<file path="config.mk">
export PLATFORM = sky130hd
export DESIGN_NAME = btn_conditioner
export DESIGN_NICKNAME = d
export VERILOG_FILES = /design/src/rtl/btn_pkg.sv /design/src/rtl/btn_debounce_ch.sv /design/src/rtl/btn_conditioner.sv
export SDC_FILE = /design/constraint.sdc
export NUM_CORES = 1
export LEC_CHECK = 0
export CORE_UTILIZATION = 60
export DETAILED_ROUTE_END_ITERATION = 7
export PLACE_DENSITY = 0.82
export SLEW_MARGIN = 20
export SYNTH_ARGS = -nofsm -noshare
export SYNTH_HDL_FRONTEND = slang
export SYNTH_HIERARCHICAL = 1
export SYNTH_SLANG_ARGS = --single-unit
</file>
<file path="constraint.sdc">
create_clock -name clk -period 2.4 [get_ports clk]
set_clock_uncertainty 0.15 [all_clocks]
set_input_delay 0.6 -clock clk [delete_from_list [all_inputs] [get_ports clk]]
set_output_delay 0.6 -clock clk [all_outputs]
set_load 0.02 [all_outputs]
</file>
<file path="src/rtl/btn_pkg.sv">
// Shared constants for the button front-end: channel count, board button indices, default timings.
// The optional auto-repeat feature in btn_debounce_ch is enabled by defining BTN_AUTOREPEAT_EN.
package btn_pkg;

    localparam int N_BTN = 8;

    localparam int BTN_A = 0;
    localparam int BTN_B = 1;
    localparam int BTN_C = 2;
    localparam int BTN_D = 3;

    localparam int DEFAULT_DEBOUNCE_CYCLES = 50000;
    localparam int DEFAULT_CNT_W           = 16;
    localparam int DEFAULT_REPEAT_DELAY    = 500000;
    localparam int DEFAULT_REPEAT_PERIOD   = 150000;

    // Bits needed to hold values 0..max_val.
    function automatic int bits_for(input int max_val);
        return (max_val < 1) ? 1 : $clog2(max_val + 1);
    endfunction

endpackage

</file>
<file path="src/rtl/btn_debounce_ch.sv">
// One button channel: 2-flop synchroniser, debounce counter, stable level and press/release pulses.
// BTN_AUTOREPEAT_EN adds a repeat counter that emits extra press pulses while the button is held.
module btn_debounce_ch
    import btn_pkg::*;
#(
    parameter int DEBOUNCE_CYCLES = DEFAULT_DEBOUNCE_CYCLES,
    parameter int CNT_W           = DEFAULT_CNT_W,
    parameter int REPEAT_DELAY    = DEFAULT_REPEAT_DELAY,
    parameter int REPEAT_PERIOD   = DEFAULT_REPEAT_PERIOD
) (
    input  logic clk,
    input  logic rst,
    input  logic raw_n,
    output logic level,
    output logic press,
    output logic rel,
    output logic press_nxt
);

    localparam logic [CNT_W-1:0] CNT_LAST = CNT_W'(DEBOUNCE_CYCLES - 1);

    logic             sync1;
    logic             sync2;
    logic             sync;
    logic [CNT_W-1:0] cnt;
    logic             lvl;
    logic             flip;
    logic             rel_nxt;
    logic             rpt_fire;

    assign sync      = ~sync2;
    assign flip      = (sync != lvl) && (cnt == CNT_LAST);
    assign press_nxt = (flip && sync) || rpt_fire;
    assign rel_nxt   = flip && !sync;
    assign level     = lvl;

    // NOTE: every register here uses <=, so all flops sample pre-edge values and the
    // synchroniser really is two stages; a blocking '=' would collapse it into one.
    always_ff @(posedge clk) begin
        if (rst) begin
            sync1 <= 1'b1;
            sync2 <= 1'b1;
            cnt   <= '0;
            lvl   <= 1'b0;
            press <= 1'b0;
            rel   <= 1'b0;
        end else begin
            sync1 <= raw_n;
            sync2 <= sync1;
            if (sync == lvl) begin
                cnt <= '0;
            end else if (flip) begin
                cnt <= '0;
                lvl <= sync;
            end else begin
                cnt <= cnt + 1'b1;
            end
            press <= press_nxt;
            rel   <= rel_nxt;
        end
    end

`ifdef BTN_AUTOREPEAT_EN
    localparam int RPT_W = bits_for((REPEAT_DELAY > REPEAT_PERIOD) ? REPEAT_DELAY : REPEAT_PERIOD);

    logic [RPT_W-1:0] rpt_cnt;
    logic [RPT_W-1:0] rpt_last;
    logic             rpt_armed;

    // The first repeat waits REPEAT_DELAY; later ones use REPEAT_PERIOD. No repeat on the release edge.
    assign rpt_last = rpt_armed ? RPT_W'(REPEAT_PERIOD - 1) : RPT_W'(REPEAT_DELAY - 1);
    assign rpt_fire = lvl && !flip && (rpt_cnt == rpt_last);

    always_ff @(posedge clk) begin
        if (rst || !lvl) begin
            rpt_cnt   <= '0;
            rpt_armed <= 1'b0;
        end else if (rpt_fire) begin
            rpt_cnt   <= '0;
            rpt_armed <= 1'b1;
        end else begin
            rpt_cnt <= rpt_cnt + 1'b1;
        end
    end
`else
    assign rpt_fire = 1'b0;
`endif

endmodule

</file>
<file path="src/rtl/btn_conditioner.sv">
// Button bank front-end: N_BTN independent debounce channels plus a registered any-press flag.
// Define BTN_AUTOREPEAT_EN to enable auto-repeat press pulses on held buttons.
module btn_conditioner
    import btn_pkg::*;
#(
    parameter int N_BTN           = btn_pkg::N_BTN,
    parameter int DEBOUNCE_CYCLES = DEFAULT_DEBOUNCE_CYCLES,
    parameter int CNT_W           = DEFAULT_CNT_W,
    parameter int REPEAT_DELAY    = DEFAULT_REPEAT_DELAY,
    parameter int REPEAT_PERIOD   = DEFAULT_REPEAT_PERIOD
) (
    input  logic             clk,
    input  logic             rst,
    input  logic [N_BTN-1:0] btn_n_raw,
    output logic [N_BTN-1:0] btn_level,
    output logic [N_BTN-1:0] btn_press,
    output logic [N_BTN-1:0] btn_release,
    output logic             btn_any
);

    logic [N_BTN-1:0] press_nxt;

    for (genvar i = 0; i < N_BTN; i++) begin : g_ch
        btn_debounce_ch #(
            .DEBOUNCE_CYCLES (DEBOUNCE_CYCLES),
            .CNT_W           (CNT_W),
            .REPEAT_DELAY    (REPEAT_DELAY),
            .REPEAT_PERIOD   (REPEAT_PERIOD)
        ) u_ch (
            .clk       (clk),
            .rst       (rst),
            .raw_n     (btn_n_raw[i]),
            .level     (btn_level[i]),
            .press     (btn_press[i]),
            .rel       (btn_release[i]),
            .press_nxt (press_nxt[i])
        );
    end

    // Built from the channels' next-state pulses so it lines up with btn_press.
    always_ff @(posedge clk) begin
        if (rst) begin
            btn_any <= 1'b0;
        end else begin
            btn_any <= |press_nxt;
        end
    end

endmodule
</file>
==> flow_metrics.env <==
export IMPL_switching_fraction_pct=19.8
export IMPL_worst_slack_after_detailed_placement_ns=0.213
export IMPL_cts_root_cell="sky130_fd_sc_hd__clkbuf_16"
export IMPL_design_portCount=35
export IMPL_start_point_of_the_critical_path="g_ch[2].u_ch/level$_SDFFE_PP0P_"
export IMPL_finalCriticalPeriod_ns=2.27
export IMPL_total_switching_power_w=0.00110
export IMPL_drc=0
export IMPL_power_share_sequential_pct=51.2
export IMPL_share_of_the_core_filled_with_cells_in_the_final_layout_pct=69.6
export IMPL_longest_clk_path_bufs=2
export IMPL_drive_gt1_share_pct=11.3
export IMPL_max_slew_margin_rel_pct=55.9
export IMPL_post_synth_cell_area_avg_um2=9.56
export IMPL_critical_path_startpoint_type="flop"
export IMPL_fin_setup_tns_ns=0
export IMPL_yosys_warnings=6
export IMPL_power_static_leakage_nw=2.80
export IMPL_synth_distinct_cells=27
export IMPL_total_power_w=0.00553
export IMPL_fp_coreArea_mm2=0.0121
export IMPL_dp_final_hpwl_mm=10.2
export IMPL_critPathSlowestCell="sky130_fd_sc_hd__clkdlybuf4s50_1"
export IMPL_gp_congestion=0.897
export IMPL_critPathKind="flop to output port"
export IMPL_antenna_violating_nets_post_route=0
export IMPL_area_growth_pct=12.7
export IMPL_result_of_the_run="finished clean"
export IMPL_design_area_mm2=0.00840
export IMPL_cts_htree_levels=4
export IMPL_detail_route_wirelength_mm=14.6
export IMPL_timing_critical_path_slowest_cell_delay_ns=0.65
export IMPL_drtIter0Drc=466
export IMPL_syn_nets=798
export IMPL_floorplan_die_height_um=113
export IMPL_grt_setup_unrepaired="no"
export IMPL_synth_cells=780
export IMPL_clock_fmax_mhz=441
export IMPL_synth_seq_area_share_pct=45.4
export IMPL_hold_start="g_ch[7].u_ch/sync1$_SDFF_PP1_"
export IMPL_clk_transition_reported_paths_ns=0.06
export IMPL_num_vias=5715
export IMPL_timing_final_ws_setup_ns=0.131
export IMPL_post_cts_resized=0
export IMPL_numClockSinks=169
export IMPL_gr_usage_all_layers_pct=24.1
export IMPL_tightestPinTransition_ns=0.662
export IMPL_combPwrFrac_pct=1.6
export IMPL_synth_area_mm2=0.00745
export IMPL_post_dp_cell_area_mm2=0.00784
export IMPL_drt_wirelength_per_cell_um=14.6
export IMPL_critPathBufInv=1
export IMPL_antenna_cells=0
export IMPL_p_clk_share_pct=47.2
export IMPL_global_route_overflow_total=0
export IMPL_floorplan_rows=40
export IMPL_cap_viol_max_count=0
export IMPL_initial_antenna_violation_count=0
export IMPL_tritoncts_num_buffers=17
export IMPL_die_w_um=113
export IMPL_crit_chain="clkdlybuf4s50_1"
export IMPL_finalHoldViolations=0
export IMPL_number_of_global_route_vias_before_repair=5562
export IMPL_ir_drop_v=0.000932
export IMPL_largest_net_degree_at_the_start_of_global_routing=33
export IMPL_post_route_period_util_pct=94.5
export IMPL_internal_power_w=0.00444
export IMPL_cts_hold_repair_buffers=0
export IMPL_endpoint_kind="output port"
export IMPL_first_pass_iters=5
export IMPL_initial_utilization_pct=61.8
export IMPL_critical_path_peak_fanout=5
export IMPL_first_pass_grt_wire_length_mm=25.0
export IMPL_pwr_density_cell_mw_per_mm2=659
export IMPL_arr_time_crit_path_ns=1.52
export IMPL_cp_top_delay_family="buffers and inverters"
export IMPL_timing_final_setup_violations=0
export IMPL_min_delay_path_class="flop to flop"
export IMPL_worst_endpoint_required_ns=1.65
export IMPL_finalMaxSlewViolations=0
export IMPL_insertion_delay_of_the_later_clocked_pin_in_the_worst_skew_pair_ns=0.42
export IMPL_r2r_start="g_ch[5].u_ch/cnt[11]$_SDFF_PP0_"
export IMPL_fp_dieArea_mm2=0.0129
export IMPL_nets=837
export IMPL_port_buffers=34
export IMPL_tritoncts="done"
export IMPL_register_bit_total_from_synthesis=169
export IMPL_cts_repair_timing_setup_buffer_count=0
export IMPL_viasPerCell=5.72
[worst paths after layout]
| path | endpoint | slack, ns | cells past startpoint |
|---|---|---|---|
| worst max-delay path | btn_level[2] | 0.13 | 1 |
| worst min-delay path | g_ch[7].u_ch/sync2$_SDFF_PP1_ | 0.26 | 1 |
| worst max register to register | btn_any$_SDFF_PP0_ | 0.19 | 5 |
| worst min register to register | g_ch[7].u_ch/sync2$_SDFF_PP1_ | 0.26 | 1 |
[flip-flops by register name, summed over array words and instances, names as in the netlist]
signal,cells
btn_any,1
g_ch.u_ch/sync2,8
g_ch.u_ch/press,8
g_ch.u_ch/rel,8
g_ch.u_ch/cnt,128
g_ch.u_ch/sync1,8
g_ch.u_ch/level,8
[Yosys cell counts]
| cell | instances | share of area [%] |
|---|---|---|
| sky130_fd_sc_hd__dfxtp_1 | 169 | 45 |
| sky130_fd_sc_hd__nor2_1 | 136 | 6.8 |
| sky130_fd_sc_hd__xnor2_1 | 56 | 6.6 |
| sky130_fd_sc_hd__xor2_1 | 56 | 6.6 |
| sky130_fd_sc_hd__nand4_1 | 48 | 4.0 |
| sky130_fd_sc_hd__nand3_1 | 32 | 2.1 |
| sky130_fd_sc_hd__nor4_1 | 26 | 2.2 |
| sky130_fd_sc_hd__inv_1 | 24 | 1.2 |
| sky130_fd_sc_hd__nand2_1 | 24 | 1.2 |
| sky130_fd_sc_hd__nor3_1 | 24 | 1.6 |
| sky130_fd_sc_hd__or2_2 | 24 | 2.0 |
| sky130_fd_sc_hd__or4_1 | 24 | 2.4 |
| sky130_fd_sc_hd__and3_1 | 16 | 1.3 |
| sky130_fd_sc_hd__and4_1 | 16 | 1.9 |
| sky130_fd_sc_hd__a21oi_1 | 9 | 0.60 |
| sky130_fd_sc_hd__and3_2 | 8 | 0.81 |
| sky130_fd_sc_hd__and4_2 | 8 | 1.1 |
| sky130_fd_sc_hd__buf_6 | 8 | 1.2 |
| sky130_fd_sc_hd__buf_8 | 8 | 1.6 |
| sky130_fd_sc_hd__clkbuf_1 | 8 | 0.40 |
| sky130_fd_sc_hd__ha_1 | 8 | 1.3 |
| sky130_fd_sc_hd__mux2i_1 | 8 | 1.1 |
| sky130_fd_sc_hd__nand2_4 | 8 | 1.2 |
| sky130_fd_sc_hd__nand4b_1 | 8 | 0.94 |
| sky130_fd_sc_hd__nand4bb_1 | 8 | 1.2 |
| sky130_fd_sc_hd__nor4_4 | 8 | 2.3 |
| sky130_fd_sc_hd__o31ai_1 | 8 | 0.81 |
[cell families (layout without fill, tap and decap cells)]
group                      after synthesis  in the layout  synth area share [%]
AOI/OAI and AO/OA                       17             17                  1.41
xor gates and xnor gates               112            112                  13.2
adders and majority gates                8              8                  1.34
buffers and inverters                   48            100                  4.43
DFF                                    169            169                  45.4
muxes                                    8              8                  1.07
and+or+nand+nor                        418            418                  33.2
[area by class of cell]
cell class / count / area (um^2)
multi-input combinational: 563 / 3740
clock buffer: 24 / 472
inverter: 24 / 90.1
sequential: 169 / 3380
tap: 168 / 210
fill: 880 / 3660
clock inverter: 8 / 93.8
timing repair buffer: 44 / 410
[cell usage in the layout, fill, tap and decap left out]
master / synthesis / layout
sky130_fd_sc_hd__nand2_1: 24 / 24
sky130_fd_sc_hd__dfxtp_1: 169 / 169
sky130_fd_sc_hd__nand4_1: 48 / 48
sky130_fd_sc_hd__and3_1: 16 / 16
sky130_fd_sc_hd__or4_1: 24 / 24
sky130_fd_sc_hd__clkbuf_16: 0 / 17
sky130_fd_sc_hd__buf_4: 0 / 10
sky130_fd_sc_hd__nor2_1: 136 / 136
sky130_fd_sc_hd__nor4_4: 8 / 8
sky130_fd_sc_hd__xor2_1: 56 / 56
sky130_fd_sc_hd__clkbuf_8: 0 / 2
sky130_fd_sc_hd__xnor2_1: 56 / 56
sky130_fd_sc_hd__ha_1: 8 / 8
sky130_fd_sc_hd__mux2i_1: 8 / 8
sky130_fd_sc_hd__nand3_1: 32 / 32
sky130_fd_sc_hd__and3_2: 8 / 8
sky130_fd_sc_hd__or2_2: 24 / 24
sky130_fd_sc_hd__clkdlybuf4s50_1: 0 / 33
sky130_fd_sc_hd__and4_1: 16 / 16
sky130_fd_sc_hd__a21oi_1: 9 / 9
sky130_fd_sc_hd__nand2_4: 8 / 8
sky130_fd_sc_hd__nand4b_1: 8 / 8
sky130_fd_sc_hd__o31ai_1: 8 / 8
sky130_fd_sc_hd__nor4_1: 26 / 26
sky130_fd_sc_hd__buf_2: 0 / 1
sky130_fd_sc_hd__clkinv_2: 0 / 5
sky130_fd_sc_hd__nand4bb_1: 8 / 8
sky130_fd_sc_hd__and4_2: 8 / 8
sky130_fd_sc_hd__inv_6: 0 / 1
sky130_fd_sc_hd__bufinv_16: 0 / 2
sky130_fd_sc_hd__clkbuf_1: 8 / 5
sky130_fd_sc_hd__inv_1: 24 / 24
sky130_fd_sc_hd__nor3_1: 24 / 24
[power by group through the flow]
stage / logic, W / clock network [W] / registers, W
detailed placement: 0.0000885 / 0 / 0.00290
global route: 0.0000973 / 0.00279 / 0.00283
floorplan: 0.0000542 / 0 / 0.00289
global placement: 0.0000851 / 0 / 0.00289
finish: 0.0000889 / 0.00261 / 0.00283
CTS: 0.0000896 / 0.00266 / 0.00283
[stage by stage]
step	instances	hold slack (ns)
4_1_cts	1000	0.262
3_5_place_dp	968	0.248
2_1_floorplan	780	0.239
5_1_grt	1000	0.272
3_3_place_gp	968	0.243
6_report	1000	0.259
[per-layer routing]
metal,up-vias,track usage (%),part of all wire [%]
li1,2827,-,-
met1,2710,27.3,43
met2,150,43.8,51
met3,28,5.84,3.9
met4,0,8.86,1.8
met5,-,0,0
No activity file was read; power rests on OpenSTA's default activity.
